## src/rtl/div_seq_pkg.sv

```systemverilog
// Shared definitions for the sequential divider: state encoding, iteration count,
// result field positions and a magnitude helper.
package div_seq_pkg;

   localparam logic [1:0] ST_IDLE = 2'd0;
   localparam logic [1:0] ST_BUSY = 2'd1;
   localparam logic [1:0] ST_DONE = 2'd2;

   localparam logic [5:0] DIV_ITER = 6'd32;

   localparam int HI_MSB = 63;
   localparam int HI_LSB = 32;
   localparam int LO_MSB = 31;
   localparam int LO_LSB = 0;

   // Absolute value of a 32-bit operand; only negates when the operation is signed.
   function automatic logic [31:0] mag32(input logic [31:0] v, input logic sgn);
      if (sgn && v[31]) return 32'd0 - v;
      return v;
   endfunction

endpackage

```

## src/rtl/div_seq_step.sv

```systemverilog
// One restoring shift-subtract iteration on unsigned magnitudes (purely combinational).
module div_step
   import div_seq_pkg::*;
(
   input  logic [31:0] rem_i,
   input  logic        bit_i,
   input  logic [31:0] dvs_i,
   output logic [31:0] rem_o,
   output logic        q_o
);

   logic [32:0] part;

   // Partial remainder is always below the divisor, so after a successful
   // subtract the difference fits back into 32 bits.
   assign part  = {rem_i, bit_i};
   assign q_o   = (part >= {1'b0, dvs_i});
   assign rem_o = q_o ? (part[31:0] - dvs_i) : part[31:0];

endmodule

```

## src/rtl/div_seq.sv

```systemverilog
// Sequential 32-bit DIV/DIVU, one quotient bit per cycle, result in hilo format.
// Optional DIV_SEQ_ZERO_FAST_EN: a zero divisor completes straight from IDLE.
//
// state   | meaning
// IDLE    | waiting for start_i; operands latched on accept
// BUSY    | 32 restoring iterations, then one cycle of sign fix-up
// DONE    | ready_o pulse, result_o valid
module div_seq
   import div_seq_pkg::*;
(
   input  logic        clk,
   input  logic        rst,
   input  logic        start_i,
   input  logic        signed_i,
   input  logic [31:0] a_i,
   input  logic [31:0] b_i,
   input  logic        cancel_i,
   output logic        busy_o,
   output logic        ready_o,
   output logic [63:0] result_o
);

   logic [1:0]  state_q, state_d;
   logic [5:0]  cnt_q, cnt_d;
   logic [31:0] a_q, a_d;
   logic [31:0] b_q, b_d;
   logic        sgn_q, sgn_d;
   logic [31:0] rem_q, rem_d;
   logic [31:0] quo_q, quo_d;
   logic [63:0] res_q, res_d;

   logic [31:0] dvs;
   logic [31:0] step_rem;
   logic        step_q;
   logic [31:0] q_fix;
   logic [31:0] r_fix;
   logic        accept;

   assign dvs    = mag32(b_q, sgn_q);
   assign accept = start_i && !cancel_i;

   div_step u_step (
      .rem_i (rem_q),
      .bit_i (quo_q[31]),
      .dvs_i (dvs),
      .rem_o (step_rem),
      .q_o   (step_q)
   );

   // Quotient negates on differing signs; remainder follows the dividend's sign.
   assign q_fix = (sgn_q && (a_q[31] ^ b_q[31])) ? (32'd0 - quo_q) : quo_q;
   assign r_fix = (sgn_q && a_q[31]) ? (32'd0 - rem_q) : rem_q;

   always_comb begin
      state_d = state_q;
      cnt_d   = cnt_q;
      a_d     = a_q;
      b_d     = b_q;
      sgn_d   = sgn_q;
      rem_d   = rem_q;
      quo_d   = quo_q;
      res_d   = res_q;
      case (state_q)
         ST_IDLE: begin
            if (accept) begin
               a_d   = a_i;
               b_d   = b_i;
               sgn_d = signed_i;
               cnt_d = 6'd0;
               rem_d = 32'd0;
               quo_d = mag32(a_i, signed_i);
`ifdef DIV_SEQ_ZERO_FAST_EN
               if (b_i == 32'd0) begin
                  state_d                = ST_DONE;
                  res_d[HI_MSB:HI_LSB]   = a_i;
                  res_d[LO_MSB:LO_LSB]   = 32'hFFFF_FFFF;
               end else begin
                  state_d = ST_BUSY;
               end
`else
               state_d = ST_BUSY;
`endif
            end
         end
         ST_BUSY: begin
            if (cancel_i) begin
               state_d = ST_IDLE;
            end else if (cnt_q == DIV_ITER) begin
               state_d = ST_DONE;
               if (b_q == 32'd0) begin
                  res_d[HI_MSB:HI_LSB] = a_q;
                  res_d[LO_MSB:LO_LSB] = 32'hFFFF_FFFF;
               end else begin
                  res_d[HI_MSB:HI_LSB] = r_fix;
                  res_d[LO_MSB:LO_LSB] = q_fix;
               end
            end else begin
               rem_d = step_rem;
               quo_d = {quo_q[30:0], step_q};
               cnt_d = cnt_q + 6'd1;
            end
         end
         ST_DONE: state_d = ST_IDLE;
         default: state_d = ST_IDLE;
      endcase
   end

   always_ff @(posedge clk or posedge rst) begin
      if (rst) begin
         state_q <= ST_IDLE;
         cnt_q   <= 6'd0;
         a_q     <= 32'd0;
         b_q     <= 32'd0;
         sgn_q   <= 1'b0;
         rem_q   <= 32'd0;
         quo_q   <= 32'd0;
         res_q   <= 64'd0;
      end else begin
         state_q <= state_d;
         cnt_q   <= cnt_d;
         a_q     <= a_d;
         b_q     <= b_d;
         sgn_q   <= sgn_d;
         rem_q   <= rem_d;
         quo_q   <= quo_d;
         res_q   <= res_d;
      end
   end

   assign busy_o   = (state_q == ST_BUSY) || ((state_q == ST_IDLE) && accept);
   assign ready_o  = (state_q == ST_DONE) && !cancel_i;
   assign result_o = res_q;

endmodule
```

## config.mk

```make
export PLATFORM = sky130hd
export DESIGN_NAME = div_seq
export DESIGN_NICKNAME = d
export VERILOG_FILES = /design/src/rtl/div_seq_pkg.sv /design/src/rtl/div_seq_step.sv /design/src/rtl/div_seq.sv
export SDC_FILE = /design/constraint.sdc
export NUM_CORES = 1
export LEC_CHECK = 0
export BUFFER_PORTS_ARGS = -buffer_cell sky130_fd_sc_hd__buf_2
export CAP_MARGIN = 10
export CORE_UTILIZATION = 60
export DETAILED_ROUTE_END_ITERATION = 8
export PLACE_DENSITY = 0.84
export SLEW_MARGIN = 15
export SYNTH_ARGS = -nofsm -noshare
export SYNTH_HDL_FRONTEND = slang
export SYNTH_SLANG_ARGS = --single-unit
```

## constraint.sdc

```tcl
create_clock -name clk -period 7.8 [get_ports clk]
set_clock_uncertainty 0.15 [all_clocks]
set_input_delay 0.39 -clock clk [delete_from_list [all_inputs] [get_ports clk]]
set_output_delay 0.39 -clock clk [all_outputs]
set_load 0.02 [all_outputs]
```

==> results of run 1 <==
==> per-layer routing <==
metal	GRT usage, %	part of all wire, %	up-vias	routed length [µm]
met3	3.313	5.7	79	1859
li1	-	-	5569	-
met4	9.896	3.0	0	986
met5	0	0	-	0
met2	51.90	48	405	15750
met1	40.78	43	5412	13910
==> cell usage in the layout (no fill, tap or decap), types with 7 or more instances in the layout <==
cell type,instances
clkbuf_16,23
nor4_1,7
o311ai_1,11
nand3_1,19
o21ai_0,70
a31oi_1,45
xor2_1,62
a21oi_1,84
mux2i_1,8
buf_4,8
a21o_1,13
and3_1,9
nand2b_1,8
nand4_1,37
dlygate4sd3_1,58
or4_1,10
clkbuf_8,8
o31ai_1,20
nor3_1,28
a22oi_1,28
ha_1,38
o211ai_1,11
nor2_1,110
o21ai_1,59
buf_2,134
dfrtp_1,201
nand2_1,305
inv_1,33
xnor2_1,89
==> power by group through the flow <==
stage | combinational [mW] | clock (mW) | sequential (mW)
floorplan | 1.62 | 0 | 1.43
global placement | 1.97 | 0 | 1.50
detailed placement | 2.02 | 0 | 1.52
CTS | 2.05 | 1.21 | 1.50
global route | 2.32 | 1.25 | 1.54
finish | 2.09 | 1.20 | 1.51
==> metrics by stage <==
step	instances	hold WS (ns)
3_5_place_dp	1819	0.3131
4_1_cts	1919	0.006710
6_report	1921	0.02621
3_3_place_gp	1819	0.3067
2_1_floorplan	1494	0.2950
5_1_grt	1919	0.02511
==> area by class of cell <==
type                    count  area (µm²)  share of cell area [%]
clock inverters             9       166.4                   1.129
repair buffers            200        1311                   8.898
diodes                      2       5.005                 0.03396
well taps                 270       337.8                   2.292
clock buffers              33       693.2                   4.704
inverters                  35       138.9                  0.9424
multi-input cells        1171        7054                   47.87
flip-flops and latches    201        5030                   34.13
==> worst max-delay path: cells and delay by family, from the launching register on <==
kind                     cells  cell delay, ns
flip-flops                   1            0.42
AO/OA/AOI/OAI                5            1.17
buffers and inverters        2            0.48
XOR/XNOR                     1            0.22
AND/OR/NAND/NOR              6            2.46
adder cells (fa/ha/maj)      1            0.32
==> worst paths after layout <==
| kind | from | to | cells after the start |
|---|---|---|---|
| setup / recovery | b_q[7] | rem_q[17] | 15 |
| hold / removal | a_i[30] | a_q[30] | 3 |
| setup reg to reg | b_q[7] | rem_q[17] | 15 |
| hold reg to reg | a_q[13] | a_q[13] | 2 |
| max in group asynchronous | rst | result_o[60] | 4 |
| min in group asynchronous | rst | result_o[9] | 3 |
==> logic make-up (layout without fill, tap and decap cells) <==
kind of cell,count (synthesis),count (layout),synth area share (%)
and+or+nand+nor,584,584,21.43
AOI/OAI and AO/OA,389,389,19.45
DFF,201,201,40.14
xor gates and xnor gates,151,151,10.56
buffers and inverters,122,277,3.825
adders and majority gates,39,39,3.955
muxes,8,8,0.6391
other,0,2,0
==> sequential cells by signal, indices dropped and copies added, names as in the netlist <==
| name | count |
|---|---|
| a_q | 32 |
| b_q | 32 |
| cnt_q | 6 |
| quo_q | 32 |
| rem_q | 32 |
| result_o | 64 |
| sgn_q | 1 |
| state_q | 2 |
==> impl_metrics.py, run 1 <==
metrics = {
    "global_route": {
        "grt-ovfl-total": 0,
        "grt_max_degree": 131,
        "antenna_found_initial": 1,
        "grt_pass1_vias": 10610,
        "grt_pass1_wl_um": 53380,
        "grt_usage_pct": 30.50,
    },
    "synth": {
        "synthTopCellsByCount": "nand2_1 (306), dfrtp_1 (201), nor2_1 (112)",
        "synthesis.nets": 1602,
        "netlist_instances": 1494,
        "synth_top_area_share_pct": 40.14,
        "syn_area_um2": 12530,
        "synth.most_common_cell": "nand2_1",
        "ys_seq_area_share_pct": 40.14,
        "synthArstFlopShare_pct": 100.0,
        "ys.warnings.count": 0,
        "avgSynthCellArea_um2": 8.387,
        "yosysUniqueCellTypes": 71,
        "synthTopCellsByArea": "dfrtp_1 (40%), nand2_1 (9.2%), xnor2_1 (6.2%), xor2_1 (4.3%), ha_1 (3.8%)",
        "synth_seq_cells": 201,
        "synth.largest_area_cell": "dfrtp_1",
        "ys.flop_type": "dfrtp_1",
        "synth_edf_count": 0,
    },
    "finish": {
        "drive_above_1_share_pct": 12.98,
        "syn2layout_area_growth_pct": 17.62,
        "fillers": 1467,
        "nets": 1740,
        "finalInstanceArea_um2": 14740,
        "fin_util_pct": 72.36,
    },
    "routing": {
        "route.detailed.wl_per_inst_um": 16.92,
        "vias_per_cell": 5.968,
        "drc": 0,
        "drtPass1Iterations": 6,
        "vias": 11470,
        "first_iter_violations": 860,
        "ant_nets": 0,
        "routed_wl_um": 32500,
    },
    "worst_setup_path": {
        "ff2ff_setup_slack_ns": 2.37,
        "critPathCaptureType": "flip-flop",
        "cpPeakStageDelay_ns": 0.81,
        "worstSetupPathType": "reg -> reg",
        "crit_chain": "or4_4, nor4_2, nand2b_1, nor4b_4, nand2_1, o41ai_2, xor2_1, ha_1, a21o_1, a211o_1, a31oi_2, buf_4, inv_1, nor2_2, o311ai_0",
        "required_ns": 7.99,
        "critPathMaxFanout": 32,
        "startpoint_type": "flip-flop",
        "cp_data_arrival_time_ns": 5.62,
        "crit_path_top_delay_cell": "nor2_2",
    },
    "clocking": {
        "cts-resized-gates": 0,
        "hold_buffers": 58,
        "clock_latency_ns": 0.53,
        "cts_tree": "done",
        "h-tree-depth": 1,
        "numCtsBuffers": 23,
        "cts_num_sinks": 201,
        "cts_max_path_buffers": 3,
        "clk_pin_slew_ns": 0.06,
        "cts_setup_buffers": 0,
        "ctsRootBufferMaster": "clkbuf_16",
    },
    "placement": {
        "gp_congestion": 0.8870,
        "portBuffers": 134,
        "place_ws_ns": 2.487,
        "dpl.hpwl_um": 21600,
        "placed_cell_area_um2": 13290,
    },
    "timing": {
        "maxSlewHeadroom_pct": 27.72,
        "hold_viol_final": 0,
        "rsz0062_at_grt": "false",
        "worst_pin_slew_ns": 1.084,
        "finalCriticalPeriod_ns": 5.430,
        "clock.fmax_mhz": 184.2,
        "setup_slack_ns": 2.370,
        "final_max_slew_viol_count": 0,
        "setup_viol": 0,
        "finalCritPeriodShare_pct": 69.61,
        "tns_ns": 0,
    },
    "floorplan": {
        "core_area_um2": 20360,
        "die_h_um": 146.5,
        "num_rows": 52,
        "die_area_um2": 21460,
        "io_pins": 135,
        "die_w_um": 146.5,
        "start_util_pct": 61.53,
    },
    "pwr": {
        "p_switching_mw": 1.972,
        "ir_drop_mv": 0.2405,
        "p_per_area_nw_per_um2": 325.4,
        "sequentialPowerShare_pct": 31.5,
        "swShare_pct": 41.13,
        "power.internal_mw": 2.823,
        "fin_total_pwr_mw": 4.795,
        "comb_power_share_pct": 43.6,
        "clockPowerShare_pct": 24.9,
        "leakagePower_nw": 6.830,
    },
    "hold_path": {
        "worst_hold_path_type": "in -> reg",
    },
    "run": {
        "maxCapViolCount": 0,
    },
    "run_status": {
        "status": "completed",
    },
}
Note: power is estimated with default switching activity, not from simulation.
==> run 2: changes to the inputs <==
==> constraint.sdc (replaced) <==
create_clock -name clk -period 5.5 [get_ports clk]
set_clock_uncertainty 0.15 [all_clocks]
set_input_delay 0.275 -clock clk [delete_from_list [all_inputs] [get_ports clk]]
set_output_delay 0.275 -clock clk [all_outputs]
set_load 0.02 [all_outputs]
==> impl_metrics.py, run 2 (same netlist as run 1, synthesis figures left out) <==
metrics = {
    "timing": {
        "setup_viol": 0,
        "setup_slack_ns": 0.3844,
        "clock.fmax_mhz": 195.5,
        "rsz0062_at_grt": "false",
        "whs_ns": 0.1663,
        "worst_pin_slew_ns": 1.095,
        "final_max_slew_viol_count": 0,
        "finalCritPeriodShare_pct": 93.01,
        "hold_viol_final": 0,
        "tns_ns": 0,
        "finalCriticalPeriod_ns": 5.116,
        "maxSlewHeadroom_pct": 26.99,
    },
    "placement": {
        "dpl.hpwl_um": 21940,
        "place_ws_ns": 0.5103,
        "gp_congestion": 0.9104,
        "portBuffers": 134,
    },
    "floorplan": {
        "die_h_um": 146.5,
        "start_util_pct": 61.53,
        "core_area_um2": 20360,
        "num_rows": 52,
        "io_pins": 135,
        "die_area_um2": 21460,
        "die_w_um": 146.5,
    },
    "global_route": {
        "grt_max_degree": 202,
        "grt-ovfl-total": 0,
        "grt_usage_pct": 31.58,
        "antenna_found_initial": 0,
        "grt_pass1_vias": 11190,
        "grt_pass1_wl_um": 55460,
    },
    "worst_setup_path": {
        "ff2ff_setup_slack_ns": 0.38,
        "reg2reg_to": "rem_q[31]",
        "worstSetupPathType": "reg -> reg",
        "cpLargestDelayFamily": "simple AND/OR/NAND/NOR gates",
        "reg2reg_depth": 14,
        "cp_data_arrival_time_ns": 5.34,
        "cpPeakStageDelay_ns": 0.60,
        "r2r-start": "b_q[19]",
        "critPathMaxFanout": 31,
        "crit_path_top_delay_cell": "or4_1",
        "critPathCaptureType": "flip-flop",
        "startpoint_type": "flip-flop",
        "required_ns": 5.72,
        "crit_chain": "or4_1, nor4_2, nor3b_1, nor2b_1, and3_1, nor2_1, xnor2_1, ha_1, nand4_1, or2_2, or3_1, a21o_1, a41oi_1, o21ai_0",
        "cp_num_buf_inv": 0,
    },
    "finish": {
        "layout_commonest_cell": "nand2_1",
        "syn2layout_area_growth_pct": 18.42,
        "fin_util_pct": 72.86,
        "nets": 1752,
        "fillers": 1449,
        "final_cell_mix": "nand2_1 (305), dfrtp_1 (201), buf_2 (134)",
        "drive_above_1_share_pct": 12.95,
        "diodes": 0,
        "largest_reg_flops": 64,
    },
    "clocking": {
        "clk_pin_slew_ns": 0.06,
        "hold_buffers": 66,
        "h-tree-depth": 1,
        "cts_tree": "done",
        "cts_setup_buffers": 0,
        "cts_max_path_buffers": 3,
        "cts-resized-gates": 0,
        "ctsRootBufferMaster": "clkbuf_16",
        "cts_num_sinks": 201,
        "clock_latency_ns": 0.53,
        "numCtsBuffers": 23,
    },
    "routing": {
        "ant_nets": 0,
        "drc": 0,
        "vias_per_cell": 6.074,
        "drtPass1Iterations": 5,
        "vias": 11720,
        "routed_wl_um": 33780,
        "first_iter_violations": 918,
        "route.detailed.wl_per_inst_um": 17.50,
    },
    "pwr": {
        "leakagePower_nw": 6.878,
        "ir_drop_mv": 0.3247,
        "p_per_area_nw_per_um2": 459.7,
    },
    "hold_path": {
        "hold_depth": 5,
        "min_to": "cnt_q[4]",
        "worst_hold_path_type": "in -> reg",
        "hp-start": "cancel_i",
    },
    "run": {
        "maxCapViolCount": 0,
    },
    "run_status": {
        "status": "completed",
    },
}
[run 2: cell types whose count changed in the layout (fill, tap and decap cells not counted)]
| cell | change |
|---|---|
| buf_4 | +2 |
| diode_2 | -2 |
| clkbuf_1 | +1 |
| clkinv_4 | -1 |
| nor2_1 | +1 |
| buf_16 | +1 |
| buf_12 | +1 |
| dlygate4sd3_1 | +8 |
| nor2_2 | -1 |
| clkbuf_8 | -2 |
| inv_8 | -1 |
| clkinv_2 | +2 |
[run 2: area by class of cell]
| type | count | area [µm²] | share of cell area [%] |
|---|---|---|---|
| well taps | 270 | 337.8 | 2.277 |
| flip-flops and latches | 201 | 5030 | 33.90 |
| clock inverters | 9 | 160.2 | 1.079 |
| multi-input cells | 1171 | 7052 | 47.53 |
| inverters | 35 | 135.1 | 0.9107 |
| repair buffers | 212 | 1454 | 9.798 |
| clock buffers | 32 | 669.4 | 4.511 |
[run 2: tightest hold or removal path: stages]
cell and delay [ns]:
buf_2 0.16, nor2_1 0.11, nand4_1 0.12, xor2_1 0.06, nor2_1 0.07
[run 2: power breakdown]
part           internal, mW  switching [mW]
combinational          1.22            1.80
sequential             1.73           0.415
clock                  1.04           0.624
total                  3.99            2.83
[run 2: how the worst max path moves through the flow]
stage | from | end | slack [ns] | cells past startpoint
final | b_q[19] | rem_q[31] | 0.38 | 14
after global placement | b_q[7] | rem_q[31] | 0.64 | 14
after global routing | b_q[7] | rem_q[18] | 0.04 | 15
after floorplan | b_q[19] | rem_q[31] | 1.06 | 16
after detailed placement | b_q[19] | rem_q[31] | 0.51 | 14
after CTS | b_q[19] | rem_q[31] | 0.49 | 14
[run 2: through the flow]
| step | power, mW | instance area (µm²) | std cells |
|---|---|---|---|
| after floorplan | 4.325 | 12530 | 1494 |
| final | 6.821 | 14840 | 1930 |
| after global routing | 7.262 | 14840 | 1930 |
| after detailed placement | 5.037 | 13320 | 1822 |
| after global placement | 4.943 | 13320 | 1822 |
| after CTS | 6.757 | 14810 | 1929 |
[run 2: per-layer routing]
| metal | GRT usage (%) | share of wire, % | up-vias |
|---|---|---|---|
| li1 | - | - | 5584 |
| met1 | 40.88 | 41 | 5569 |
| met2 | 53.05 | 48 | 500 |
| met3 | 5.125 | 7.3 | 70 |
| met4 | 12.34 | 3.2 | 0 |
| met5 | 0 | 0 | - |
==> run 3: changes to the inputs <==
--- a/config.mk
+++ b/config.mk
@@ -5,8 +5,9 @@
 export SDC_FILE = /design/constraint.sdc
 export NUM_CORES = 1
 export LEC_CHECK = 0
-export BUFFER_PORTS_ARGS = -buffer_cell sky130_fd_sc_hd__buf_2
+export BUFFER_PORTS_ARGS = -buffer_cell sky130_fd_sc_hd__clkbuf_2
 export CAP_MARGIN = 10
+export CORE_ASPECT_RATIO = 1.4
 export CORE_UTILIZATION = 60
 export DETAILED_ROUTE_END_ITERATION = 8
 export PLACE_DENSITY = 0.84
==> impl_metrics.py, run 3 (same netlist as run 1, synthesis figures left out) <==
metrics = {
    "worst_setup_path": {
        "startpoint_type": "flip-flop",
        "worstSetupPathType": "reg -> reg",
        "critPathCaptureType": "flip-flop",
        "cp_data_arrival_time_ns": 5.33,
        "reg2reg_to": "rem_q[19]",
        "cp-startpoint": "b_q[19]",
        "required_ns": 5.73,
        "critPathMaxFanout": 31,
        "critPathCapture": "rem_q[19]",
        "crit_chain": "or4_1, nor4_2, nor3b_1, nor2b_1, nand2_1, o21ai_0, xor2_1, ha_1, nand4_1, or2_2, or3_1, a21o_1, a41oi_1, o31ai_1",
        "reg2reg_depth": 14,
        "ff2ff_setup_slack_ns": 0.40,
        "crit_path_top_delay_cell": "or4_1",
        "cpPeakStageDelay_ns": 0.60,
        "r2r-start": "b_q[19]",
    },
    "global_route": {
        "grt_max_degree": 105,
        "grt_pass1_vias": 11470,
        "grt_pass1_wl_um": 56080,
        "grt_usage_pct": 32.57,
        "antenna_found_initial": 1,
        "grt-ovfl-total": 0,
    },
    "routing": {
        "route.detailed.wl_per_inst_um": 17.90,
        "drtPass1Iterations": 5,
        "vias": 11700,
        "ant_nets": 0,
        "drc": 0,
        "routed_wl_um": 34230,
        "first_iter_violations": 831,
        "vias_per_cell": 6.120,
    },
    "floorplan": {
        "start_util_pct": 61.18,
        "die_w_um": 124.1,
        "core_area_um2": 20480,
        "num_rows": 62,
        "die_h_um": 173.0,
        "io_pins": 135,
        "die_area_um2": 21470,
    },
    "clocking": {
        "clk_pin_slew_ns": 0.06,
        "ctsRootBufferMaster": "clkbuf_16",
        "h-tree-depth": 1,
        "numCtsBuffers": 21,
        "cts_max_path_buffers": 3,
        "cts_num_sinks": 201,
        "cts_tree": "done",
        "clock_latency_ns": 0.51,
    },
    "pwr": {
        "leakagePower_nw": 6.748,
        "p_per_area_nw_per_um2": 451.3,
        "ir_drop_mv": 0.3778,
    },
    "timing": {
        "rsz0062_at_grt": "false",
        "tns_ns": 0,
        "finalCriticalPeriod_ns": 5.100,
        "worst_pin_slew_ns": 1.099,
        "hold_viol_final": 0,
        "setup_slack_ns": 0.3997,
        "finalCritPeriodShare_pct": 92.73,
        "final_max_slew_viol_count": 0,
        "setup_viol": 0,
        "clock.fmax_mhz": 196.1,
        "maxSlewHeadroom_pct": 26.70,
    },
    "placement": {
        "portBuffers": 134,
        "place_ws_ns": 0.4810,
        "gp_congestion": 0.9046,
        "dpl.hpwl_um": 23190,
    },
    "finish": {
        "fin_util_pct": 71.57,
        "layout_commonest_cell": "nand2_1",
        "largest_reg_flops": 64,
        "final_cell_mix": "nand2_1 (305), dfrtp_1 (201), clkbuf_2 (134)",
        "syn2layout_area_growth_pct": 16.99,
        "drive_above_1_share_pct": 12.69,
        "nets": 1752,
        "fillers": 1566,
    },
    "run_status": {
        "status": "completed",
    },
    "hold_path": {
        "worst_hold_path_type": "in -> async",
    },
    "run": {
        "maxCapViolCount": 0,
    },
}
run 3: cell types whose count changed in the layout (fill, tap and decap cells not counted), moves of 3 or more:
cell,delta
buf_2,-134
clkbuf_2,+134
buf_4,+4
clkinv_2,-3
run 3: report_power, final:
part	switching, mW	internal (mW)	total [mW]
clock network	0.591	0.846	1.44
logic	1.82	1.22	3.04
registers	0.406	1.73	2.14
run 3: layer usage:
metal | up-vias | wire (µm) | part of all wire, % | global-route usage [%]
li1 | 5560 | - | - | -
met1 | 5559 | 13040 | 38 | 37.98
met2 | 455 | 17670 | 52 | 56.68
met3 | 127 | 1778 | 5.2 | 4.321
met4 | 0 | 1749 | 5.1 | 17.41
met5 | - | 0 | 0 | 0
run 3: worst max-delay path: cells and delay by family (launching register included):
| kind | cells | cell delay (ns) |
|---|---|---|
| flip-flops | 1 | 0.42 |
| XOR/XNOR | 1 | 0.10 |
| AND/OR/NAND/NOR | 8 | 2.69 |
| adder cells (fa/ha/maj) | 1 | 0.35 |
| AO/OA/AOI/OAI | 4 | 1.25 |
run 3: timing repair:
| action | 4_1_cts | 5_1_grt |
|---|---|---|
| buffers inserted | 0 | 0 |
| hold endpoints to repair | 104 | 0 |
| resized for setup | 0 | 0 |
| hold buffers | 66 | 0 |
run 3: layout make-up:
| cell class | instances | area, µm² | area share [%] |
|---|---|---|---|
| Multi-Input combinational cell | 1171 | 7052 | 48.11 |
| Sequential cell | 201 | 5030 | 34.31 |
| Timing Repair Buffer | 214 | 1436 | 9.799 |
| Clock buffer | 28 | 591.8 | 4.038 |
| Tap cell | 256 | 320.3 | 2.185 |
| Inverter | 35 | 135.1 | 0.9219 |
| Clock inverter | 6 | 90.09 | 0.6146 |
| Antenna cell | 1 | 2.502 | 0.01707 |
run 3: worst min-delay path by stage:
stage / endpoint / slack [ns] / depth (start not counted)
finish: quo_q[10] / 0.19 / 3
global route: quo_q[10] / 0.24 / 3
CTS: cnt_q[4] / 0.19 / 5
detailed placement: quo_q[8] / 0.17 / 2
global placement: quo_q[8] / 0.16 / 2
floorplan: a_q[10] / 0.23 / 2
run 3: metrics by stage:
| stage | instances | hold slack (ns) | power, mW | instance area, µm² |
|---|---|---|---|---|
| floorplan | 1494 | 0.2304 | 4.325 | 12530 |
| global placement | 1811 | 0.1625 | 4.993 | 13310 |
| detailed placement | 1811 | 0.1661 | 5.073 | 13310 |
| CTS | 1911 | 0.1875 | 6.559 | 14660 |
| global route | 1912 | 0.2378 | 7.049 | 14660 |
| finish | 1912 | 0.1941 | 6.616 | 14660 |
